--- src/rtl/seg_pkg.sv ---
`default_nettype none
// +--------------------------------------------------------------------+
// | seg_pkg                                                            |
// | Shared character codes and display constants for the 7-seg path.   |
// | Revision: 1.0                                                      |
// +--------------------------------------------------------------------+
package seg_pkg;

    localparam int CHAR_W = 4;

    typedef logic [CHAR_W-1:0] char_t;

    localparam char_t CHAR_ONE = 4'd0;
    localparam char_t CHAR_O   = 4'd1;
    localparam char_t CHAR_P   = 4'd2;
    localparam char_t CHAR_R   = 4'd3;

    localparam logic [3:0] AN_OFF = 4'b1111;

endpackage
`default_nettype wire

--- src/rtl/seg_scan_timer.sv ---
`default_nettype none
// +--------------------------------------------------------------------+
// | seg_scan_timer                                                     |
// | Step prescaler and 4-bit {digit, step} scan position counter.      |
// | Revision: 1.0                                                      |
// +--------------------------------------------------------------------+
module seg_scan_timer #(
    parameter int PRESCALE = 16
) (
    input  logic       clk,
    input  logic       reset,
    output logic       step_tick,
    output logic [1:0] digit,
    output logic [1:0] step,
    output logic       frame_end
);

    localparam int PW = (PRESCALE > 1) ? $clog2(PRESCALE) : 1;

    logic [PW-1:0] r_presc;
    logic [3:0]    r_pos;

    assign step_tick = (r_presc == PW'(PRESCALE - 1));
    assign digit     = r_pos[3:2];
    assign step      = r_pos[1:0];
    assign frame_end = step_tick && (r_pos == 4'hF);

    always_ff @(posedge clk or posedge reset) begin
        if (reset) begin
            r_presc <= '0;
            r_pos   <= 4'd0;
        end else begin
            if (step_tick) begin
                r_presc <= '0;
                r_pos   <= r_pos + 4'd1;
            end else begin
                r_presc <= r_presc + 1'b1;
            end
        end
    end

endmodule
`default_nettype wire

--- src/rtl/seg_scan_scheduler.sv ---
`default_nettype none
// +--------------------------------------------------------------------+
// | seg_scan_scheduler                                                 |
// | Anode/character scan with per-digit blanking and message scroll.   |
// | Revision: 1.0                                                      |
// +--------------------------------------------------------------------+
module seg_scan_scheduler
    import seg_pkg::*;
#(
    parameter int PRESCALE      = 16,
    parameter int BLANK_STEPS   = 1,
    parameter int MSG_LEN       = 8,
    parameter int SCROLL_PERIOD = 64
) (
    input  logic                       clk,
    input  logic                       reset,
    input  logic                       wr_en,
    input  logic [$clog2(MSG_LEN)-1:0] wr_addr,
    input  char_t                      wr_data,
    input  logic                       scroll_en,
    output logic [3:0]                 an,
    output char_t                      char,
    output logic                       frame_tick,
    output logic [$clog2(MSG_LEN)-1:0] win_pos
);

    localparam int AW = $clog2(MSG_LEN);
    localparam int FW = (SCROLL_PERIOD > 1) ? $clog2(SCROLL_PERIOD) : 1;

    localparam logic [0:0] ST_BLANK = 1'b0;
    localparam logic [0:0] ST_DRIVE = 1'b1;

    logic          w_step_tick;
    logic          w_frame_end;
    logic [1:0]    w_digit;
    logic [1:0]    w_step;
    logic [0:0]    w_state;
    logic [AW-1:0] w_rd_addr;
    logic          w_unused_tick;

    char_t         r_buf [MSG_LEN];
    logic [FW-1:0] r_frame_cnt;
    logic [AW-1:0] r_win_pos;
    logic [3:0]    r_an;
    char_t         r_char;
    logic          r_frame_tick;

    seg_scan_timer #(
        .PRESCALE (PRESCALE)
    ) u_timer (
        .clk       (clk),
        .reset     (reset),
        .step_tick (w_step_tick),
        .digit     (w_digit),
        .step      (w_step),
        .frame_end (w_frame_end)
    );

    // Step sequencing is fully captured by frame_end and the scan position.
    assign w_unused_tick = w_step_tick;

    assign w_state   = ({1'b0, w_step} < 3'(BLANK_STEPS)) ? ST_BLANK : ST_DRIVE;
    assign w_rd_addr = r_win_pos + AW'(w_digit);

    always_ff @(posedge clk or posedge reset) begin
        if (reset) begin
            for (int i = 0; i < MSG_LEN; i++) begin
                r_buf[i] <= char_t'(i % 4);
            end
        end else if (wr_en) begin
            r_buf[wr_addr] <= wr_data;
        end
    end

    // Window moves on the same edge the scan wraps, so every frame reads one window.
    always_ff @(posedge clk or posedge reset) begin
        if (reset) begin
            r_frame_cnt <= '0;
            r_win_pos   <= '0;
        end else if (w_frame_end && scroll_en) begin
            if (r_frame_cnt == FW'(SCROLL_PERIOD - 1)) begin
                r_frame_cnt <= '0;
                r_win_pos   <= r_win_pos + AW'(1);
            end else begin
                r_frame_cnt <= r_frame_cnt + 1'b1;
            end
        end
    end

    always_ff @(posedge clk or posedge reset) begin
        if (reset) begin
            r_an         <= AN_OFF;
            r_char       <= CHAR_ONE;
            r_frame_tick <= 1'b0;
        end else begin
            r_frame_tick <= w_frame_end;
            if (w_state == ST_DRIVE) begin
                r_an   <= ~(4'b1000 >> w_digit);
                r_char <= r_buf[w_rd_addr];
            end else begin
                r_an   <= AN_OFF;
            end
        end
    end

    assign an         = r_an;
    assign char       = r_char;
    assign frame_tick = r_frame_tick;
    assign win_pos    = r_win_pos;

endmodule
`default_nettype wire
--- config.mk ---
export PLATFORM = sky130hd
export DESIGN_NAME = seg_scan_scheduler
export DESIGN_NICKNAME = d
export VERILOG_FILES = /design/src/rtl/seg_pkg.sv /design/src/rtl/seg_scan_timer.sv /design/src/rtl/seg_scan_scheduler.sv
export SDC_FILE = /design/constraint.sdc
export NUM_CORES = 1
export LEC_CHECK = 0
export BUFFER_PORTS_ARGS = -buffer_cell sky130_fd_sc_hd__buf_2
export CAP_MARGIN = 0
export CORE_UTILIZATION = 26
export CTS_BUF_LIST = sky130_fd_sc_hd__clkbuf_16
export CTS_CLUSTER_SIZE = 8
export DETAILED_ROUTE_END_ITERATION = 12
export GPL_ROUTABILITY_DRIVEN = 1
export HOLD_SLACK_MARGIN = 0.06
export PLACE_DENSITY = 0.41
export SYNTH_ARGS = -nofsm -noshare
export SYNTH_HDL_FRONTEND = slang
export SYNTH_SLANG_ARGS = --single-unit
--- constraint.sdc ---
create_clock -name clk -period 2.3 [get_ports clk]
set_input_delay 0.23 -clock clk [delete_from_list [all_inputs] [get_ports clk]]
set_output_delay 0.23 -clock clk [all_outputs]
set_load 0.02 [all_outputs]
==> flow_metrics.env <==
export IMPL_initial_utilization_pct=27.2
export IMPL_numCtsBuffers=9
export IMPL_tns_ps=0
export IMPL_avgSynthCellArea_um2=13.1
export IMPL_seq_area_um2=1470
export IMPL_clockPowerShare_pct=44.5
export IMPL_cpMaxStageDelayCell="fa_1"
export IMPL_fin_cells=379
export IMPL_postCtsHoldBufs=1
export IMPL_row_count=36
export IMPL_io_pins=23
export IMPL_p_leak_nw=1.48
export IMPL_synth_nets=224
export IMPL_coreArea_um2=9910
export IMPL_internal_power_mw=2.17
export IMPL_clock_path_buffers=2
export IMPL_yosys_register_bits=58
export IMPL_syn_cell_area_um2=2690
export IMPL_antenna_left=0
export IMPL_whs_path_depth=4
export IMPL_synthXorXnorAreaFrac_pct=3.25
export IMPL_crit_buf_inv=2
export IMPL_yosys_area_share_adder_pct=3.53
export IMPL_grt_max_degree=33
export IMPL_synth_compound_area_share_pct=5.02
export IMPL_r2r_end="char[3]"
export IMPL_post_synth_num_cell_types=33
export IMPL_yosysSeqAreaShare_pct=54.5
export IMPL_post_cts_buffers=0
export IMPL_synth_top_family_by_area="multiplexers"
export IMPL_setup_violations=0
export IMPL_htreeDepth=3
export IMPL_fmax_mhz=491
export IMPL_die_area_um2=10800
export IMPL_ys_top_cells_by_area="dfrtp_1 43%, mux2_2 20%, dfstp_2 12%"
export IMPL_antenna_found_initial=0
export IMPL_yosys_area_top_type="dfrtp_1"
export IMPL_vias=1686
export IMPL_cp_arrival_ps=2220
export IMPL_yosys_area_share_simple_pct=10.7
export IMPL_multiInputGateArea_um2=1160
export IMPL_path_cells="ha_1, inv_1, fa_1, buf_12, mux2_2, o22ai_1, o31ai_1"
export IMPL_fin_ws_ps=265
export IMPL_grt_pass1_wl_um=9510
export IMPL_syn2layout_area_growth_pct=22.2
export IMPL_first_pass_iters=4
export IMPL_drv_slew=0
export IMPL_dpl_hpwl_um=3940
export IMPL_seqPwrFrac_pct=44.9
export IMPL_path_max_fanout=16
export IMPL_grt_ovfl_total=0
export IMPL_numClockSinks=58
export IMPL_die_width_um=104
export IMPL_clkTransAtPathRegs_ps=50
export IMPL_fin_crit_ps=2030
export IMPL_routed_via_density=4.45
export IMPL_syn_inst=206
export IMPL_combPwrFrac_pct=10.6
export IMPL_worstSkewPairLatency_ps=320
export IMPL_fp_dieH_um=104
export IMPL_port_buffers=22
export IMPL_power_density_nw_per_um2=852
export IMPL_synth_warnings=0
export IMPL_dp_cells=362
export IMPL_synthMuxAreaShare_pct=20.6
export IMPL_nets=259
export IMPL_finalCritPeriodShare_pct=88.5
export IMPL_grt_pass1_vias=1760
export IMPL_min_from="scroll_en"
export IMPL_synth_top_area_share_pct=42.8
export IMPL_track_usage_pct=11.5
export IMPL_hp_class="primary input to flip-flop"
export IMPL_cap_violations=0
export IMPL_holdPathEnd="r_frame_cnt[5]"
export IMPL_remaining_drc_errors=0
export IMPL_cts_resized_gates=0
export IMPL_power_switching_uw=630
export IMPL_final_hold_viol_count=0
export IMPL_drive_gt1_share_pct=43.9
export IMPL_post_place_ws_ps=220
export IMPL_slowest_delay_ps=520
export IMPL_crit_family="adder cells"
export IMPL_cp_end_kind="flip-flop"
export IMPL_antenna_cells=0
export IMPL_fillers=1029
export IMPL_place_gp_congestion=0.677
export IMPL_critPathLaunchType="flip-flop"
export IMPL_cts_tree="built"
export IMPL_r2r_start="win_pos[0]"
export IMPL_routed_wl_um=5540
export IMPL_relSlewSlack_pct=59.3
export IMPL_rsz0062_at_grt="no"
export IMPL_peakVddDrop_v=0.000382
export IMPL_dr_first_iter_drc_count=41
export IMPL_r2r_slack_ps=270
export IMPL_wl_per_cell_um=14.6
export IMPL_r2r_cells=7
export IMPL_tightest_slew_ps=609
export IMPL_cp_required_ps=2490
export IMPL_cts_root_buf="clkbuf_16"
export IMPL_worstSetupPathType="flip-flop to flip-flop"
export IMPL_outcome="complete, no violations"
export IMPL_fin_skew_ps=8.65
export IMPL_swShare_pct=22.4
per-stage QoR:
stage / instance area [µm²] / util, % / hold WS [ps] / power (mW)
2_1_floorplan: 2690 / - / 381 / 1.47
3_3_place_gp: 3000 / 30.3 / 348 / 1.58
3_5_place_dp: 3000 / 30.3 / 351 / 1.58
4_1_cts: 3290 / 33.2 / 253 / 2.86
5_1_grt: 3290 / 33.2 / 293 / 2.94
6_report: 3290 / 33.2 / 257 / 2.80
sequential cells by signal, indices dropped and copies added, names as in the netlist:
signal,cells
u_timer.r_presc,4
r_frame_cnt,6
an,4
u_timer.r_pos,4
char,4
r_buf,32
win_pos,3
frame_tick,1
cell type report:
class	instances	share of cell area (%)
sequential	58	44.6
multi-input combinational	136	35.3
clock buffer	9	6.84
timing repair buffer	29	5.78
tap	133	5.06
clock inverter	7	1.67
inverter	7	0.798
synth_stat cells (all sizes together):
library cell / n
ha: 6
and2: 1
clkbuf: 1
nand2b: 3
o21ai: 6
o22ai: 8
nor2: 2
o31ai: 4
dfstp: 12
nand3b: 3
nand3: 3
nor3: 3
fa: 1
nand4b: 3
dfrtp: 46
xnor2: 8
nor3b: 3
nand2: 16
a21oi: 2
and3: 7
xor2: 2
nand4: 4
buf: 4
inv: 7
a21o: 2
mux2: 49
metal layers:
layer | track usage [%] | share of wire [%]
met2 | 17.4 | 45
met3 | 4.15 | 4.2
met5 | 0 | 0
met4 | 4.59 | 1.9
met1 | 14.9 | 49
power by group through the flow:
stage | Clock (mW) | Combinational (mW) | Sequential (mW)
after detailed placement | 0 | 0.303 | 1.28
after CTS | 1.29 | 0.305 | 1.26
after global routing | 1.33 | 0.329 | 1.28
after floorplan | 0 | 0.210 | 1.26
after global placement | 0 | 0.296 | 1.28
final | 1.25 | 0.298 | 1.26
worst register-to-register path: cells and delay by family, from the launching register on:
| family | cells | cell delay (ps) |
|---|---|---|
| AO/OA/AOI/OAI | 2 | 270 |
| buffers and inverters | 2 | 200 |
| multiplexers | 1 | 340 |
| adder cells (fa/ha/maj) | 2 | 680 |
| flip-flops | 1 | 400 |
cells in the final DEF (no fill, tap or decap), types with 3 or more instances in the layout:
cell type  count
nand2_1       15
o21ai_0        6
inv_1          8
clkbuf_16      9
nand3b_1       3
o22ai_1        8
nand3_1        3
mux2_2        48
and3_1         6
dfstp_2       12
nand4b_1       3
o31ai_1        4
nand2b_1       3
buf_4          4
xnor2_1        8
buf_2         22
nand4_1        4
ha_1           6
dfrtp_1       46
worst max path at each step:
stage | start | endpoint | slack, ps | cells past startpoint
floorplan | win_pos[0] | char[0] | 120 | 8
global placement | win_pos[0] | char[3] | 250 | 7
detailed placement | win_pos[0] | char[3] | 220 | 7
CTS | win_pos[0] | char[3] | 210 | 7
global route | win_pos[0] | char[3] | 120 | 7
finish | win_pos[0] | char[3] | 270 | 7
logic make-up (layout without fill, tap and decap cells):
group / count (synthesis) / count (layout)
and+or+nand+nor: 48 / 48
xor gates and xnor gates: 10 / 10
buffers and inverters: 12 / 52
AOI/OAI and AO/OA: 22 / 22
adders and majority gates: 7 / 7
DFF: 58 / 58
muxes: 49 / 49
No activity file was read; power rests on OpenSTA's default activity.
